`src/rtl/search_result_collector.sv`:
```
// Staggered engine launcher, round-robin hit capture and FWFT result FIFO.
// Optional SRC_COLLECT_STATS_EN adds hit_count and stall_seen outputs.
module search_result_collector #(
  parameter int NUM_CH     = 30,
  parameter int DATA_W     = 48,
  parameter int FIFO_DEPTH = 8,
  parameter int STAGGER    = 4,
  localparam int CH_W  = (NUM_CH > 1) ? $clog2(NUM_CH) : 1,
  localparam int LVL_W = $clog2(FIFO_DEPTH) + 1
) (
  input  logic                     clk,
  input  logic                     rst,
  input  logic                     start_n,
  input  logic [NUM_CH-1:0]        found,
  input  logic [NUM_CH*DATA_W-1:0] co_buf,
  output logic [NUM_CH-1:0]        ch_start,
  output logic [NUM_CH-1:0]        ext_res,
  output logic                     out_valid,
  input  logic                     out_ready,
  output logic [CH_W-1:0]          out_ch,
  output logic [DATA_W-1:0]        out_data,
  output logic [LVL_W-1:0]         fifo_level,
  output logic                     found_any
`ifdef SRC_COLLECT_STATS_EN
  ,
  output logic [31:0]              hit_count,
  output logic                     stall_seen
`endif
);

  localparam int AW    = $clog2(FIFO_DEPTH);
  localparam int LAST  = (NUM_CH - 1) * STAGGER;
  localparam int CNT_W = $clog2(LAST + 1) + 1;

  typedef enum logic [1:0] {IDLE, RUN, DONE} state_t;

  state_t           state;
  logic             s1, s2;
  logic [CNT_W-1:0] cnt;

  always_ff @(posedge clk or posedge rst) begin
    if (rst) begin
      s1       <= 1'b1;
      s2       <= 1'b1;
      state    <= IDLE;
      cnt      <= '0;
      ch_start <= '0;
    end else begin
      s1 <= start_n;
      s2 <= s1;
      unique case (state)
        IDLE: if (!s2) begin
          ch_start[0] <= 1'b1;
          cnt         <= CNT_W'(1);
          state       <= (LAST == 0) ? DONE : RUN;
        end
        RUN: begin
          for (int i = 1; i < NUM_CH; i++)
            if (cnt == CNT_W'(i * STAGGER))
              ch_start[i] <= 1'b1;
          cnt <= cnt + 1'b1;
          if (cnt == CNT_W'(LAST))
            state <= DONE;
        end
        default: ;
      endcase
    end
  end

  logic [NUM_CH-1:0] busy, released, req, rel, clr;
  logic [NUM_CH-1:0] gnt_oh;
  logic [CH_W-1:0]   ptr, gnt_ch;
  logic              gnt_v, space;
  logic [DATA_W-1:0] gnt_data;
  logic              cap_v;
  logic [CH_W-1:0]   cap_ch;
  logic [DATA_W-1:0] cap_data;
  logic [LVL_W-1:0]  level;

  assign req   = found & ch_start & ~busy;
  assign rel   = released | ext_res;
  assign clr   = busy & rel & ~found;
  // A capture already in flight owns a slot, so count it against capacity.
  assign space = (level + LVL_W'(cap_v)) < LVL_W'(FIFO_DEPTH);

  always_comb begin
    logic [CH_W:0] tmp;
    gnt_v    = 1'b0;
    gnt_ch   = '0;
    gnt_oh   = '0;
    gnt_data = '0;
    tmp      = '0;
    for (int j = 0; j < NUM_CH; j++) begin
      tmp = {1'b0, ptr} + (CH_W+1)'(j);
      if (tmp >= (CH_W+1)'(NUM_CH))
        tmp = tmp - (CH_W+1)'(NUM_CH);
      if (!gnt_v && space && req[tmp[CH_W-1:0]]) begin
        gnt_v  = 1'b1;
        gnt_ch = tmp[CH_W-1:0];
      end
    end
    for (int i = 0; i < NUM_CH; i++)
      if (gnt_v && gnt_ch == CH_W'(i)) begin
        gnt_oh[i] = 1'b1;
        gnt_data  = co_buf[i*DATA_W +: DATA_W];
      end
  end

  always_ff @(posedge clk or posedge rst) begin
    if (rst) begin
      ptr       <= '0;
      busy      <= '0;
      released  <= '0;
      cap_v     <= 1'b0;
      cap_ch    <= '0;
      cap_data  <= '0;
      ext_res   <= '0;
      found_any <= 1'b0;
    end else begin
      found_any <= |found;
      busy      <= (busy | gnt_oh) & ~clr;
      released  <= rel & busy & ~clr;
      cap_v     <= gnt_v;
      ext_res   <= '0;
      if (cap_v)
        for (int i = 0; i < NUM_CH; i++)
          if (cap_ch == CH_W'(i))
            ext_res[i] <= 1'b1;
      if (gnt_v) begin
        cap_ch   <= gnt_ch;
        cap_data <= gnt_data;
        ptr      <= (gnt_ch == CH_W'(NUM_CH - 1)) ? '0 : gnt_ch + 1'b1;
      end
    end
  end

  logic [CH_W+DATA_W-1:0] mem [FIFO_DEPTH];
  logic [AW-1:0]          wr, rd;
  logic                   pop;

  assign pop        = out_valid & out_ready;
  assign out_valid  = (level != '0);
  assign fifo_level = level;
  assign {out_ch, out_data} = mem[rd];

  always_ff @(posedge clk or posedge rst) begin
    if (rst) begin
      for (int i = 0; i < FIFO_DEPTH; i++)
        mem[i] <= '0;
      wr    <= '0;
      rd    <= '0;
      level <= '0;
    end else begin
      if (cap_v) begin
        mem[wr] <= {cap_ch, cap_data};
        wr      <= wr + 1'b1;
      end
      if (pop)
        rd <= rd + 1'b1;
      level <= level + LVL_W'(cap_v) - LVL_W'(pop);
    end
  end

`ifdef SRC_COLLECT_STATS_EN
  always_ff @(posedge clk or posedge rst) begin
    if (rst) begin
      hit_count  <= '0;
      stall_seen <= 1'b0;
    end else begin
      if (cap_v && hit_count != 32'hFFFF_FFFF)
        hit_count <= hit_count + 32'd1;
      if (|req && level == LVL_W'(FIFO_DEPTH))
        stall_seen <= 1'b1;
    end
  end
`endif

endmodule

```
`config.mk`:
```
export PLATFORM = sky130hd
export DESIGN_NAME = search_result_collector
export DESIGN_NICKNAME = d
export VERILOG_FILES = /design/src/rtl/search_result_collector.sv
export SDC_FILE = /design/constraint.sdc
export NUM_CORES = 2
export LEC_CHECK = 0
export ABC_CLOCK_PERIOD_IN_PS = 66300
export CAP_MARGIN = 20
export CORE_AREA = 4 4 610 612
export CTS_CLUSTER_SIZE = 24
export DETAILED_ROUTE_END_ITERATION = 16
export DIE_AREA = 0 0 614 616
export HOLD_SLACK_MARGIN = 0.15
export PLACE_DENSITY = 0.31
export RECOVER_POWER = 100
export SYNTH_ARGS = -nofsm -noshare
export SYNTH_HDL_FRONTEND = slang
export SYNTH_SLANG_ARGS = --single-unit
```
`constraint.sdc`:
```
create_clock -name clk -period 66.3 [get_ports clk]
set_input_delay 13.26 -clock clk [delete_from_list [all_inputs] [get_ports clk]]
set_output_delay 13.26 -clock clk [all_outputs]
set_load 0.005 [all_outputs]
```
==> impl_metrics.env <==
export IMPL_rsz0062_at_grt="false"
export IMPL_std_cell_rows=223
export IMPL_root_buffer="clkbuf_16"
export IMPL_cts_made_buffers=89
export IMPL_yosysTopAreaCell="dfrtp_1"
export IMPL_gp_congestion=0.953
export IMPL_drive_gt1_frac=0.178
export IMPL_first_pass_iters=9
export IMPL_setup_viol=0
export IMPL_ant_nets=0
export IMPL_slowest_delay_ns=1.77
export IMPL_cts_resized=0
export IMPL_htreeDepth=3
export IMPL_yosysWarningCount=0
export IMPL_setup_tns_final_ns=0
export IMPL_crit_fanout=37
export IMPL_synth_cells=5858
export IMPL_cts_setup_buffers=0
export IMPL_coreArea_um2=367000
export IMPL_die_area_um2=378000
export IMPL_grt_usage=0.283
export IMPL_fillCellCount=40292
export IMPL_ys_seq_elements=626
export IMPL_grt_pass1_vias=62970
export IMPL_dp_hpwl_um=469000
export IMPL_violations="capacitance limit, slew limit"
export IMPL_clock_sinks=626
export IMPL_synth_top_area_frac=0.296
export IMPL_clk_path_buf_depth=4
export IMPL_fin_crit_sh=0.452
export IMPL_synth_cell_types=123
export IMPL_stdcell_count=12455
export IMPL_seq_area_um2=15700
export IMPL_critPathSlowestCell="nor4_1"
export IMPL_synthArstFlopShare=1.00
export IMPL_start_util=0.143
export IMPL_status="finished with violations"
export IMPL_port_buffers=1592
export IMPL_grt_max_degree=113
export IMPL_final_area_um2=79100
export IMPL_vias_per_cell=5.12
export IMPL_wl_per_cell_um=45.1
export IMPL_place_inst=12157
export IMPL_fmax_ghz=0.0334
export IMPL_cts_tree="built"
export IMPL_multi_input_area_um2=35500
export IMPL_synth_most_common_cell="dfrtp_1"
export IMPL_final_min_clock_period_ns=29.95
export IMPL_ys_top_cells_by_area="dfrtp_1 30%, mux2_2 11%, mux4_2 6.2%"
export IMPL_worstPathRequired_ns=67.03
export IMPL_die_h_um=616
export IMPL_ys_top_cells_by_count="624 x dfrtp_1, 564 x nor2_1, 513 x mux2_2"
export IMPL_drt_total_wl_um=562000
export IMPL_utilization=0.215
export IMPL_worstMarginPinSlew_ns=6.07
export IMPL_syn_nets=7370
export IMPL_grt_pass1_wl_um=704000
export IMPL_end_kind="register"
export IMPL_hp_class="reg -> reg"
export IMPL_syn_to_final_growth_pct=50.2
export IMPL_crit_path_start_kind="input port"
export IMPL_pin_count=1593
export IMPL_hold_violations=0
export IMPL_synth_seq_area_share=0.297
export IMPL_drc=0
export IMPL_synth_edf_count=0
export IMPL_synthFlopType="dfrtp_1"
export IMPL_antenna_found_initial=225
export IMPL_die_w_um=614
export IMPL_avgSynthCellArea_um2=9.00
export IMPL_first_iter_violations=7147
export IMPL_worstSkewPairLatency_ns=0.85
export IMPL_max_slew_margin=-3.05
export IMPL_holdBufCountCts=0
export IMPL_nets=8927
export IMPL_final_max_slew_viol_count=1587
export IMPL_dpl_instance_area_um2=76300
export IMPL_vias=63750
export IMPL_worstPathArrival_ns=30.68
export IMPL_grt_overflow=0
export IMPL_clkTransAtPathRegs_ns=0.06
export IMPL_cap_violations=48
export IMPL_skew_ns=0.106
export IMPL_netlist_area_um2=52700
export IMPL_crit_type="in -> reg"
## worst max-delay path, delay by kind of cell
family	cells	cell delay, ns
simple gates	12	7.20
buf+inv	6	5.77
compound gates	8	3.28
mux	2	0.65
fa+ha+maj	1	0.40
## kinds of logic after synthesis
logic type	count (synthesis)	share of synthesized area
xor gates and xnor gates	67	0.0126
adders and majority gates	38	0.00902
muxes	793	0.197
AOI/OAI and AO/OA	2051	0.278
DFF	626	0.297
and+or+nand+nor	1734	0.162
buffers and inverters	549	0.0442
## registers in the layout, indices dropped and copies added, names as in the netlist
signal / cells
cap_data: 48
ch_start: 30
released: 30
ext_res: 30
ptr: 5
mem: 424
fifo_level: 4
state: 2
cnt: 8
found_any: 1
wr: 3
s1: 1
cap_v: 1
rd: 3
s2: 1
busy: 30
cap_ch: 5
## layout by cell type, fill, tap and decap left out, types with 120 or more instances in the layout
master / instances
a211oi_1: 156
a21oi_1: 297
buf_4: 279
clkdlybuf4s50_1: 1471
dfrtp_1: 617
diode_2: 140
dlygate4sd3_1: 121
mux2_2: 488
mux2i_1: 127
mux4_2: 144
nand2_1: 394
nand3_1: 131
nor2_1: 557
nor3_1: 132
o211ai_1: 120
o21ai_0: 354
## worst paths after layout
| path | slack [ns] | cells past startpoint | endpoint | from |
|---|---|---|---|---|
| worst max register to register | 46.64 | 32 | cap_data[4] | ptr[1] |
| worst min register to register | 0.37 | 0 | s2 | s1 |
| worst max-delay path | 36.35 | 29 | cap_data[4] | found[19] |
| max in group asynchronous | 38.57 | 7 | released[1] | rst |
| min in group asynchronous | 14.80 | 2 | mem[275] | rst |
| worst min-delay path | 0.37 | 0 | s2 | s1 |
## through the flow
stage / worst slack [ns] / hold slack [ns]
after floorplan: 35.51 / 0.345
after global placement: 41.61 / 0.356
after detailed placement: 41.74 / 0.358
after CTS: 42.66 / 0.364
after global routing: 35.63 / 0.367
final: 36.35 / 0.368
## final cells by class
class | instances | area share
clock buffer | 123 | 0.0323
sequential | 626 | 0.198
timing repair buffer | 1948 | 0.233
antenna | 140 | 0.00443
tap | 4837 | 0.0765
inverter | 67 | 0.00324
clock inverter | 31 | 0.00427
multi-input combinational | 4683 | 0.448
## routing by layer
layer / vias up / GRT usage / part of all wire
li1: 26336 / - / -
met1: 33329 / 0.348 / 0.40
met2: 3285 / 0.476 / 0.48
met3: 672 / 0.0637 / 0.074
met4: 128 / 0.117 / 0.047
met5: - / 0 / 0.0015
Power is not shown: default switching activity piles up to over one toggle a cycle in this logic, so the estimate is an artifact.
